<file path="src/rtl/mips_pkg.sv">
// Shared types and constants for the MIPS pipeline front end.
package mips_pkg;

  localparam int unsigned PC_W    = 32;
  localparam int unsigned INSTR_W = 32;

  localparam logic [5:0]         OPC_J        = 6'b000010;
  localparam logic [INSTR_W-1:0] NOP_WORD_DEF = 32'h0000_0000;

  typedef enum logic {
    RUN  = 1'b0,
    HALT = 1'b1
  } fetch_state_e;

  // IF/ID pipeline register payload
  typedef struct packed {
    logic [INSTR_W-1:0] instr;
    logic [PC_W-1:0]    pc4;
    logic               valid;
  } if_id_t;

  function automatic logic is_jump(input logic [INSTR_W-1:0] instr);
    return instr[31:26] == OPC_J;
  endfunction

endpackage

</file>
<file path="src/rtl/fetch_next_pc.sv">
// Combinational next-PC priority mux: redirect, jump, stall, halt, limit, sequential.
module fetch_next_pc
  import mips_pkg::*;
#(
  parameter logic [PC_W-1:0] PC_LIMIT = 32'd256
) (
  input  logic            state,
  input  logic [PC_W-1:0] pc,
  input  logic            stall,
  input  logic            br_taken,
  input  logic [PC_W-1:0] br_target,
  input  logic            jmp_hit,
  input  logic [PC_W-1:0] jmp_target,
  output logic [PC_W-1:0] pc_plus4_c,
  output logic [PC_W-1:0] next_pc_c,
  output logic            next_state_c,
  output logic            flush_c,
  output logic            load_c
);

  assign pc_plus4_c = pc + PC_W'(4);

  always_comb begin
    next_pc_c    = pc;
    next_state_c = state;
    flush_c      = 1'b0;
    load_c       = 1'b0;
    if (br_taken) begin
      next_pc_c    = br_target;
      next_state_c = RUN;
      flush_c      = 1'b1;
    end else if (jmp_hit && !stall) begin
      // delay slot is squashed on the jump
      next_pc_c    = jmp_target;
      next_state_c = RUN;
      flush_c      = 1'b1;
    end else if (stall) begin
      next_pc_c = pc;
    end else if (state == HALT) begin
      flush_c = 1'b1;
    end else if (pc_plus4_c >= PC_LIMIT) begin
      // last word still enters the pipe; pc parks on it
      next_state_c = HALT;
      load_c       = 1'b1;
    end else begin
      next_pc_c = pc_plus4_c;
      load_c    = 1'b1;
    end
  end

endmodule

</file>
<file path="src/rtl/fetch_stage.sv">
// Instruction-fetch stage: PC register, IF/ID register, local j resolution, end-of-memory halt.
// Optional performance counters enabled by defining FETCH_PERF_EN.
module fetch_stage
  import mips_pkg::*;
#(
  parameter logic [PC_W-1:0]    RESET_PC = 32'h0000_0000,
  parameter int unsigned        IM_DEPTH = 64,
  parameter logic [INSTR_W-1:0] NOP_WORD = NOP_WORD_DEF
) (
  input  logic               clk,
  input  logic               rst_n,
  input  logic               stall,
  input  logic               br_taken,
  input  logic [PC_W-1:0]    br_target,
  input  logic [INSTR_W-1:0] im_instr,
  output logic [PC_W-1:0]    im_pc,
  output logic [INSTR_W-1:0] if_id_instr,
  output logic [PC_W-1:0]    if_id_pc4,
  output logic               if_id_valid,
  output logic               halted
`ifdef FETCH_PERF_EN
  ,
  output logic [31:0]        perf_fetch_cnt,
  output logic [31:0]        perf_bubble_cnt
`endif
);

  localparam logic [PC_W-1:0] PC_LIMIT = PC_W'(IM_DEPTH * 4);
  localparam if_id_t BUBBLE = '{instr: NOP_WORD, pc4: '0, valid: 1'b0};

  logic [PC_W-1:0] pc;
  fetch_state_e    state;
  if_id_t          if_id_q;

  logic            jmp_hit;
  logic [PC_W-1:0] jmp_target;
  logic [PC_W-1:0] pc_plus4;
  logic [PC_W-1:0] next_pc;
  logic            next_state;
  logic            flush;
  logic            load;

  assign jmp_hit    = if_id_q.valid && is_jump(if_id_q.instr);
  assign jmp_target = {if_id_q.pc4[31:28], if_id_q.instr[25:0], 2'b00};

  fetch_next_pc #(
    .PC_LIMIT(PC_LIMIT)
  ) u_next_pc (
    .state       (state),
    .pc          (pc),
    .stall       (stall),
    .br_taken    (br_taken),
    .br_target   (br_target),
    .jmp_hit     (jmp_hit),
    .jmp_target  (jmp_target),
    .pc_plus4_c  (pc_plus4),
    .next_pc_c   (next_pc),
    .next_state_c(next_state),
    .flush_c     (flush),
    .load_c      (load)
  );

  // PC and state register
  always_ff @(posedge clk or negedge rst_n) begin
    if (!rst_n) begin
      pc    <= RESET_PC;
      state <= RUN;
    end else begin
      pc    <= next_pc;
      state <= fetch_state_e'(next_state);
    end
  end

  // IF/ID pipeline register; holds when neither flush nor load
  always_ff @(posedge clk or negedge rst_n) begin
    if (!rst_n) begin
      if_id_q <= BUBBLE;
    end else if (flush) begin
      if_id_q <= BUBBLE;
    end else if (load) begin
      if_id_q <= '{instr: im_instr, pc4: pc_plus4, valid: 1'b1};
    end
  end

  assign im_pc       = pc;
  assign if_id_instr = if_id_q.instr;
  assign if_id_pc4   = if_id_q.pc4;
  assign if_id_valid = if_id_q.valid;
  assign halted      = (state == HALT);

`ifdef FETCH_PERF_EN
  // Saturating counters; a stalled cycle never counts
  always_ff @(posedge clk or negedge rst_n) begin
    if (!rst_n) begin
      perf_fetch_cnt  <= '0;
      perf_bubble_cnt <= '0;
    end else if (!stall) begin
      if (load && (perf_fetch_cnt != '1)) begin
        perf_fetch_cnt <= perf_fetch_cnt + 32'd1;
      end
      if (flush && (perf_bubble_cnt != '1)) begin
        perf_bubble_cnt <= perf_bubble_cnt + 32'd1;
      end
    end
  end
`endif

endmodule

</file>
<file path="config.mk">
export PLATFORM = sky130hd
export DESIGN_NAME = fetch_stage
export DESIGN_NICKNAME = d
export VERILOG_FILES = /design/src/rtl/mips_pkg.sv /design/src/rtl/fetch_next_pc.sv /design/src/rtl/fetch_stage.sv
export SDC_FILE = /design/constraint.sdc
export NUM_CORES = 1
export LEC_CHECK = 0
export ABC_AREA = 1
export CAP_MARGIN = 0
export CORE_MARGIN = 2
export CORE_UTILIZATION = 51
export DETAILED_ROUTE_END_ITERATION = 7
export GPL_ROUTABILITY_DRIVEN = 0
export GPL_TIMING_DRIVEN = 0
export PLACE_DENSITY = 0.85
export SYNTH_ARGS = -nofsm -noshare
export SYNTH_HDL_FRONTEND = slang
export SYNTH_SLANG_ARGS = --single-unit
</file>
<file path="constraint.sdc">
create_clock -name clk -period 4.1 [get_ports clk]
set_clock_uncertainty 0.2 [all_clocks]
set_input_delay 0.41 -clock clk [delete_from_list [all_inputs] [get_ports clk]]
set_output_delay 0.41 -clock clk [all_outputs]
set_load 0.05 [all_outputs]
</file>
==> metrics.yaml, run 1 <==
die:
  start_util_pct: 52.23
  die_w_um: 106.4
  die_h_um: 106.4
  core-area_um2: 10230
  io_pins: 166
  rows: 37
  dieArea_um2: 11310
route:
  drt_iter0_markers: 642
  drtPass1Iterations: 6
  drc: 0
  wire_per_inst_um: 18.39
  vias_per_cell: 5.837
  vias: 5919
  drt_wl_total_um: 18640
  ant_nets: 0
yosys:
  ys_seq_elements: 98
  synth_edf_count: 0
  yosysMostFrequentCell: "nand2_1"
  synthArstFlopShare_pct: 100.0
  synth_area_um2: 5344
  yosysWarnings: 0
  synth_area_per_cell_um2: 7.678
  yosysTopAreaCell: "dfrtp_1"
  synthFlopType: "dfrtp_1"
  yosys.area.top_type_share_pct: 45.89
  syn_nets: 765
  ys_types: 30
  synth_area_leaders: "dfrtp_1 46%, nand2_1 17%, o21ai_0 7.6%"
  yosysSeqAreaShare_pct: 45.89
  synthCells: 696
  synth_common_cells: "244 x nand2_1, 98 x dfrtp_1, 81 x o21ai_0"
setup_path:
  cp_top_family: "simple AND/OR/NAND/NOR gates"
  r2r_end: "im_pc[10]"
  cp_cell_sequence: "ha_1, nand2_1, nor2_4, nand2_1, nand2_1, nand2_1, nor2_1, nand2_1, nor2_1, nand3_1, nor2_2, nand3_2, nand2_4, buf_4, nand3_1, nand2_1"
  crit_fanout: 10
  path_class: "register to register"
  rr_startpoint: "im_pc[2]"
  crit_path_end_kind: "register"
  worst_setup_path_start_kind: "register"
  r2r_cells: 16
  worst_ep_required_time_ps: 4210
  crit_path_max_incr_delay_ps: 580
  r2r_slack_ps: 1050
  cp_num_buf_inv: 1
  cp_slowest_cell: "dfrtp_1"
  worst_path_most_repeated_cell: "nand2_1"
  crit_arrival_ps: 3160
clocking:
  cts-root-buf: "clkbuf_8"
  cts_max_path_buffers: 2
  tritoncts: "yes"
  cts-resized-gates: 0
  cts_setup_buffers: 0
  clock-sinks: 98
  clk-insertion-delay-late_ps: 370
  clkTransAtPathRegs_ps: 90
  h-tree-depth: 3
  numCtsBuffers: 9
layout:
  syn2layout_area_growth_pct: 38.05
  nFillCells: 815
  final_cell_area_um2: 7377
  nets: 942
  final_util_pct: 72.10
  diodes: 0
  drive_gt1_share_pct: 4.784
sta:
  fin_crit_ps: 3047
  hold_viol_final: 0
  rsz0062_at_grt: "false"
  finalSetupViolCount: 0
  whs_ps: 281.8
  max_clock_freq_mhz: 328.2
  relSlewSlack_pct: 53.68
  finalCritPeriodShare_pct: 74.31
  tightest_slew_ps: 692.3
  finalMaxSlewViolations: 0
power_and_ir_drop:
  leakage_nw: 3.196
  max-vdd-ir-drop_mv: 0.2452
  power_density_nw_per_um2: 371.0
  p_total_mw: 2.737
grt:
  grt_pass1_vias: 5709
  grt_pass1_wl_um: 29080
  grt.overflow.total: 0
  antenna_found_initial: 0
  grt_max_degree: 76
  grt.total_usage_pct: 33.40
placement:
  placed_area_um2: 7181
  port_buffers: 164
  hpwl_um: 14450
run_status:
  status: "completed"
run:
  max-cap-violations: 0
worst_hold_path:
  hold_path_class: "input port to async pin"
-- cells in the final DEF, fill, tap and decap left out, types with 4 or more instances in the layout --
master | Yosys | final
nor2_4 | 5 | 5
nor2_1 | 59 | 59
nand2_1 | 244 | 244
nand3_1 | 46 | 46
inv_1 | 28 | 28
o21ai_0 | 81 | 81
dfrtp_1 | 98 | 98
nor2_2 | 7 | 7
clkbuf_8 | 0 | 9
nand4_1 | 9 | 9
clkdlybuf4s50_1 | 0 | 163
a32o_1 | 39 | 39
nand3b_1 | 7 | 7
clkbuf_1 | 30 | 33
buf_4 | 3 | 4
a21oi_1 | 5 | 5
xor2_1 | 5 | 5
-- worst reg2reg max path, cell delays in order, from the launching register on --
cell and delay, ps:
dfrtp_1 580, ha_1 300, nand2_1 160, nor2_4 230
nand2_1 120, nand2_1 70, nand2_1 140, nor2_1 130
nand2_1 60, nor2_1 150, nand3_1 110, nor2_2 140
nand3_2 90, nand2_4 110, buf_4 180, nand3_1 120
nand2_1 100
-- per-stage QoR --
stage                     setup WS, ps  instances  TNS [ps]
after global routing             850.1       1014         0
final                             1053       1014         0
after global placement           -1075        996   -104630
after detailed placement          1116        997         0
after CTS                         1117       1014         0
after floorplan                   1401        696         0
-- logic make-up after synthesis --
family	after synthesis	share of synthesized area (%)
XOR/XNOR	8	1.311
AND/OR/NAND/NOR	386	30.77
adder cells (fa/ha/maj)	1	0.2341
flip-flops	98	45.89
buffers and inverters	73	5.783
AO/OA/AOI/OAI	130	16.01
-- final cells by class --
type / instances / area (um2) / share of cell area [%]
Clock buffer: 12 / 135.1 / 1.832
Buffer: 39 / 181.4 / 2.459
Tap cell: 136 / 170.2 / 2.307
Inverter: 34 / 127.6 / 1.730
Multi-Input combinational cell: 525 / 2582 / 35.01
Clock inverter: 4 / 51.30 / 0.6954
Timing Repair Buffer: 166 / 1677 / 22.73
Sequential cell: 98 / 2452 / 33.24
-- registers in the layout, summed over array words and instances (netlist names) --
| signal | flops |
|---|---|
| if_id_pc4 | 32 |
| if_id_instr | 32 |
| im_pc | 32 |
| if_id_valid | 1 |
| halted | 1 |
-- repair_timing --
| item | 4_1_cts | 5_1_grt |
|---|---|---|
| hold buffers | 1 | 0 |
| endpoints found under the setup margin | 0 | 0 |
| hold endpoints to repair | 23 | 0 |
-- power by group --
group | total [mW] | switching, mW | internal [mW]
logic | 0.955 | 0.634 | 0.321
registers | 1.16 | 0.112 | 1.05
clock network | 0.622 | 0.337 | 0.285
-- worst max path at each step --
stage,to,slack [ps],start,depth (start not counted)
global placement,if_id_instr[7],-1070,rst_n,1
finish,im_pc[10],1050,im_pc[2],16
floorplan,im_pc[2],1400,im_pc[2],17
global route,im_pc[22],850,im_pc[2],16
CTS,im_pc[17],1120,im_pc[2],17
detailed placement,if_id_pc4[16],1120,stall,8
-- routing by layer --
metal | part of all wire, % | global-route usage (%)
met1 | 39 | 44.04
met2 | 47 | 53.66
met3 | 9.8 | 5.579
met4 | 4.4 | 16.07
met5 | 0 | 0
Note: power is estimated with default switching activity, not from simulation.
==> run 2, diff against run 1 <==
--- a/config.mk
+++ b/config.mk
@@ -8,11 +8,11 @@
 export ABC_AREA = 1
 export CAP_MARGIN = 0
 export CORE_MARGIN = 2
-export CORE_UTILIZATION = 51
+export CORE_UTILIZATION = 47
 export DETAILED_ROUTE_END_ITERATION = 7
 export GPL_ROUTABILITY_DRIVEN = 0
 export GPL_TIMING_DRIVEN = 0
-export PLACE_DENSITY = 0.85
+export PLACE_DENSITY = 0.8
 export SYNTH_ARGS = -nofsm -noshare
 export SYNTH_HDL_FRONTEND = slang
 export SYNTH_SLANG_ARGS = --single-unit
==> constraint.sdc (replaced) <==
create_clock -name clk -period 3 [get_ports clk]
set_clock_uncertainty 0.2 [all_clocks]
set_input_delay 0.3 -clock clk [delete_from_list [all_inputs] [get_ports clk]]
set_output_delay 0.3 -clock clk [all_outputs]
set_load 0.05 [all_outputs]
==> metrics.yaml, run 2 (synthesized netlist as in run 1, its figures left out) <==
clocking:
  h-tree-depth: 3  # unchanged
  tritoncts: "yes"  # unchanged
  cts-root-buf: "clkbuf_16"  # was clkbuf_8
  numCtsBuffers: 9  # unchanged
  cts_max_path_buffers: 2  # unchanged
  clock-sinks: 98  # unchanged
  clkTransAtPathRegs_ps: 70  # was 90 ps
  clk-insertion-delay-late_ps: 340  # was 370 ps
setup_path:
  crit_path_end_kind: "register"  # unchanged
  critPathLaunch: "im_pc[3]"  # was im_pc[2]
  worst_setup_path_start_kind: "register"  # unchanged
  rr_startpoint: "im_pc[3]"  # was im_pc[2]
  crit_fanout: 10  # unchanged
  worst_ep_required_time_ps: 3030  # was 4210 ps
  crit_arrival_ps: 2830  # was 3160 ps
  path_class: "register to register"  # unchanged
layout:
  syn2layout_area_growth_pct: 41.21  # was 38.05%
  nets: 946  # was 942
  multi_input_area_um2: 2608  # was 2582 um2
  final_cell_area_um2: 7546  # was 7377 um2
  final_common_cell: "nand2_1"  # unchanged
  final_util_pct: 68.71  # was 72.10%
  diodes: 0  # unchanged
  final_cell_mix: "244 x nand2_1, 163 x clkdlybuf4s50_1, 97 x dfrtp_1"  # was 244 x nand2_1, 163 x clkdlybuf4s50_1, 98 x dfrtp_1
  nFillCells: 887  # was 815
  drive_gt1_share_pct: 6.009  # was 4.784%
  area.sequential_um2: 2454  # was 2452 um2
power_and_ir_drop:
  p_switching_mw: 1.578  # was 1.084 mW
  p_int_mw: 2.488  # was 1.653 mW
  leakage_nw: 3.271  # was 3.196 nW
  seq_power_share_pct: 39.0  # was 42.4%
  power_density_nw_per_um2: 538.7  # was 371.0 nW/um2
  clkPwrFrac_pct: 28.2  # was 22.7%
  combPwrFrac_pct: 32.7  # was 34.9%
  max-vdd-ir-drop_mv: 0.2800  # was 0.2452 mV
  p_sw_share_pct: 38.81  # was 39.60%
placement:
  placed_area_um2: 7186  # was 7181 um2
  port_buffers: 164  # unchanged
  hpwl_um: 14760  # was 14450 um
run_status:
  status: "completed"  # unchanged
sta:
  finalMaxSlewViolations: 0  # unchanged
  max_clock_freq_mhz: 356.1  # was 328.2 MHz
  finalCritPeriodShare_pct: 93.61  # was 74.31%
  hold_viol_final: 0  # unchanged
  rsz0062_at_grt: "false"  # unchanged
  fin_crit_ps: 2808  # was 3047 ps
  tightest_slew_ps: 642.1  # was 692.3 ps
  relSlewSlack_pct: 57.04  # was 53.68%
  finalSetupViolCount: 0  # unchanged
grt:
  antenna_found_initial: 0  # unchanged
  grt.overflow.total: 0  # unchanged
  grt_max_degree: 52  # was 76
  grt_pass1_wl_um: 29700  # was 29080 um
  grt.total_usage_pct: 30.31  # was 33.40%
  grt_pass1_vias: 5705  # was 5709
die:
  io_pins: 166  # unchanged
  start_util_pct: 48.66  # was 52.23%
  rows: 38  # was 37
  die_w_um: 110.6  # was 106.4 um
  dieArea_um2: 12240  # was 11310 um2
  core-area_um2: 10980  # was 10230 um2
  die_h_um: 110.6  # was 106.4 um
route:
  drc: 0  # unchanged
  wire_per_inst_um: 18.75  # was 18.39 um
  drt_wl_total_um: 19160  # was 18640 um
  vias: 5896  # was 5919
  drt_iter0_markers: 613  # was 642
  vias_per_cell: 5.769  # was 5.837
  drtPass1Iterations: 6  # unchanged
  ant_nets: 0  # unchanged
worst_hold_path:
  hp-start: "if_id_pc4[5]"
  hold_path_class: "register to register"  # was input port to async pin
run:
  max-cap-violations: 0  # unchanged
## run 2: path summary, 6_finish.rpt
path | end | slack, ps | cells after the start
max | im_pc[13] | 190 | 16
max in group asynchronous | im_pc[2] | 1600 | 3
min reg2reg | if_id_pc4[5] | 300 | 2
min | if_id_pc4[5] | 300 | 2
max reg2reg | im_pc[13] | 190 | 16
min in group asynchronous | if_id_instr[7] | 320 | 2
## run 2: layout make-up
| cell class | instances | area share (%) |
|---|---|---|
| clock buffers | 10 | 3.167 |
| inverters | 34 | 1.691 |
| plain buffers | 39 | 2.404 |
| flip-flops and latches | 98 | 32.52 |
| multi-input cells | 525 | 34.55 |
| clock inverters | 6 | 0.7296 |
| repair buffers | 170 | 22.62 |
| well taps | 140 | 2.321 |
## run 2: repair_timing
| action | in CTS | in global routing |
|---|---|---|
| cloned | 0 | 0 |
| resized for setup | 1 | 4 |
| endpoints found under the hold margin | 47 | 0 |
| pin swaps | 0 | 1 |
| endpoints found under the setup margin | 2 | 30 |
| hold buffers | 1 | 0 |
| setup buffers | 0 | 4 |
## run 2: power by group through the flow
stage          sequential, mW  clock, mW  combinational [mW]
2_1_floorplan            1.96          0               0.396
3_3_place_gp             1.60          0                1.27
3_5_place_dp             1.60          0                1.29
4_1_cts                  1.58       1.15                1.30
5_1_grt                  1.60       1.19                1.41
6_report                 1.59       1.15                1.33
## run 2: worst max-delay path, cell delays in order (launching register included)
cell and delay [ps]:
dfrtp_1 450, ha_4 190, nand2_1 150, nor2_4 210, buf_4 160, nand4_1 150, o21ai_1 180, nand2_1 130
clkinv_1 100, nand2_1 50, nor2_1 120, nand3_2 100, nand2_4 120, nand2_4 80, buf_6 150, nand2_1 70
nand2_1 70
## run 2: layer usage
| metal | global-route usage (%) | routed length [um] |
|---|---|---|
| met5 | 0 | 0 |
| met3 | 3.677 | 1665 |
| met4 | 11.08 | 639 |
| met2 | 50.14 | 9189 |
| met1 | 41.15 | 7663 |
## run 2: stage by stage
| step | hold slack (ps) | worst slack (ps) | TNS [ps] | std cells | power (mW) |
|---|---|---|---|---|---|
| 2_1_floorplan | -195.6 | 300.8 | 0 | 696 | 2.358 |
| 3_3_place_gp | 269.3 | -2096 | -205020 | 1000 | 2.868 |
| 3_5_place_dp | 150.8 | 12.65 | 0 | 1001 | 2.894 |
| 4_1_cts | 299.2 | 102.7 | 0 | 1018 | 4.026 |
| 5_1_grt | 329.0 | 25.35 | 0 | 1022 | 4.203 |
| 6_report | 298.2 | 191.6 | 0 | 1022 | 4.065 |
==> run 3, diff against run 2 <==
--- a/config.mk
+++ b/config.mk
@@ -7,7 +7,7 @@
 export LEC_CHECK = 0
 export ABC_AREA = 1
 export CAP_MARGIN = 0
-export CORE_MARGIN = 2
+export CORE_MARGIN = 1
 export CORE_UTILIZATION = 47
 export DETAILED_ROUTE_END_ITERATION = 7
 export GPL_ROUTABILITY_DRIVEN = 0
==> metrics.yaml, run 3 (synthesized netlist as in run 1, its figures left out) <==
die:
  dieArea_um2: 11800  # was 12240 um2
  rows: 38  # unchanged
  io_pins: 166  # unchanged
  start_util_pct: 48.87  # was 48.66%
  die_h_um: 108.6  # was 110.6 um
  core-area_um2: 10940  # was 10980 um2
  die_w_um: 108.6  # was 110.6 um
clocking:
  cts-root-buf: "clkbuf_16"  # unchanged
  cts_max_path_buffers: 2  # unchanged
  clk-insertion-delay-late_ps: 360  # was 340 ps
  clkTransAtPathRegs_ps: 70  # about the same
  numCtsBuffers: 9  # unchanged
  clock-sinks: 98  # unchanged
  h-tree-depth: 3  # unchanged
  tritoncts: "yes"  # unchanged
placement:
  dp_worst_setup_slack_ps: -21.46  # was 12.65 ps
  hpwl_um: 14540  # was 14760 um
  port_buffers: 164  # unchanged
  placed_area_um2: 7178  # was 7186 um2
  place_inst: 1001  # unchanged
power_and_ir_drop:
  leakage_nw: 3.261  # was 3.271 nW
  max-vdd-ir-drop_mv: 0.2974  # was 0.2800 mV
  power_density_nw_per_um2: 547.9  # was 538.7 nW/um2
route:
  ant_nets: 0  # unchanged
  vias: 5913  # was 5896
  vias_per_cell: 5.791  # was 5.769
  drc: 0  # unchanged
  drtPass1Iterations: 5  # was 6
  drt_wl_total_um: 18950  # was 19160 um
  wire_per_inst_um: 18.56  # was 18.75 um
  drt_iter0_markers: 637  # was 613
run_status:
  status: "completed"  # unchanged
setup_path:
  crit_arrival_ps: 2880  # was 2830 ps
  crit_path_end_kind: "register"  # unchanged
  crit_fanout: 10  # unchanged
  worst_setup_path_start_kind: "register"  # unchanged
  r2r_slack_ps: 170  # was 190 ps
  path_class: "register to register"  # unchanged
  r2r_cells: 17  # was 16
  worst_ep_required_time_ps: 3040  # was 3030 ps
sta:
  tightest_slew_ps: 763.5  # was 642.1 ps
  rsz0062_at_grt: "false"  # unchanged
  relSlewSlack_pct: 49.10  # was 57.04%
  hold_viol_final: 0  # unchanged
  setup_ws_ps: 167.7  # was 191.6 ps
  fin_crit_ps: 2832  # was 2808 ps
  finalCritPeriodShare_pct: 94.41  # was 93.61%
  finalMaxSlewViolations: 0  # unchanged
  finalSetupViolCount: 0  # unchanged
  whs_ps: 296.8  # was 298.2 ps
  max_clock_freq_mhz: 353.1  # was 356.1 MHz
grt:
  use_met3_pct: 5.081  # was 3.677%
  busiest_layer: "met2"  # unchanged
  grt.overflow.total: 0  # unchanged
  grt_pass1_wl_um: 29470  # was 29700 um
  grt.total_usage_pct: 33.20  # was 30.31%
  antenna_found_initial: 0  # unchanged
  grt.met1_usage_pct: 45.14  # was 41.15%
  grt_max_degree: 59  # was 52
  grt_use_met2_pct: 52.67  # was 50.14%
  grt_pass1_vias: 5750  # was 5705
layout:
  final_cell_mix: "244 x nand2_1, 163 x clkdlybuf4s50_1, 97 x dfrtp_1"  # unchanged
  nets: 945  # was 946
  diodes: 0  # unchanged
  syn2layout_area_growth_pct: 40.95  # was 41.21%
  instances_no_fill: 1021  # was 1022
  final_cell_area_um2: 7532  # was 7546 um2
  final_common_cell: "nand2_1"  # unchanged
  drive_gt1_share_pct: 5.789  # was 6.009%
run:
  max-cap-violations: 0  # unchanged
worst_hold_path:
  hold_depth: 5  # was 2
  hold_path_class: "input port to register"  # was register to register
run 3: cell type report:
type | count | area (um2)
fill | 908 | 3403
multi-input combinational | 525 | 2590
sequential | 98 | 2454
timing repair buffer | 169 | 1692
clock buffer | 10 | 239.0
buffer | 39 | 181.4
tap | 140 | 175.2
inverter | 34 | 127.6
clock inverter | 6 | 73.82
run 3: final timing paths:
check / from / end
worst max-delay path: im_pc[3] / im_pc[11]
worst min-delay path: br_taken / im_pc[2]
worst max register to register: im_pc[3] / im_pc[11]
worst min register to register: if_id_pc4[17] / if_id_pc4[17]
max in group asynchronous: rst_n / im_pc[2]
min in group asynchronous: rst_n / im_pc[26]
run 3: power by group:
group | internal [mW] | switching [mW] | leakage (nW)
sequential | 1.43 | 0.150 | 1.30
combinational | 0.443 | 0.877 | 1.81
clock | 0.680 | 0.544 | 0.147
total | 2.56 | 1.57 | 3.26
run 3: stage by stage:
step                util, %  setup TNS, ps  power (mW)
CTS                   68.60              0       4.101
global placement      65.48        -203080       2.867
floorplan                 -              0       2.358
detailed placement    65.64         -21.46       2.891
finish                68.88              0       4.127
global route          68.88              0       4.283
run 3: what timing repair did:
action                                  CTS  global route
pin swaps                                 0             1
setup buffers                             0             3
endpoints found under the setup margin   26            30
gates cloned                              0             0
hold buffers                              1             0
hold endpoints to repair                 57             0
gates resized for setup                   1             2
run 3: worst max-delay path, stage by stage, from the launching register on:
cell and delay, ps:
dfrtp_1 420, ha_2 260, nand2_1 170, nor2_4 210, nand2_1 100, nand2_1 70
nand2_1 140, nor2_1 130, nand2_1 60, nor2_1 140, nand3_1 100, nor2_2 160
nand3_2 90, nand2_4 110, nand2_4 80, buf_6 150, nand2_1 80, nand2_1 60
run 3: per-layer routing:
layer  up-vias  share of wire (%)
li1       2701                  -
met1      2771                 40
met2       375                 47
met3        66                9.3
met4         0                3.9
met5         -                  0
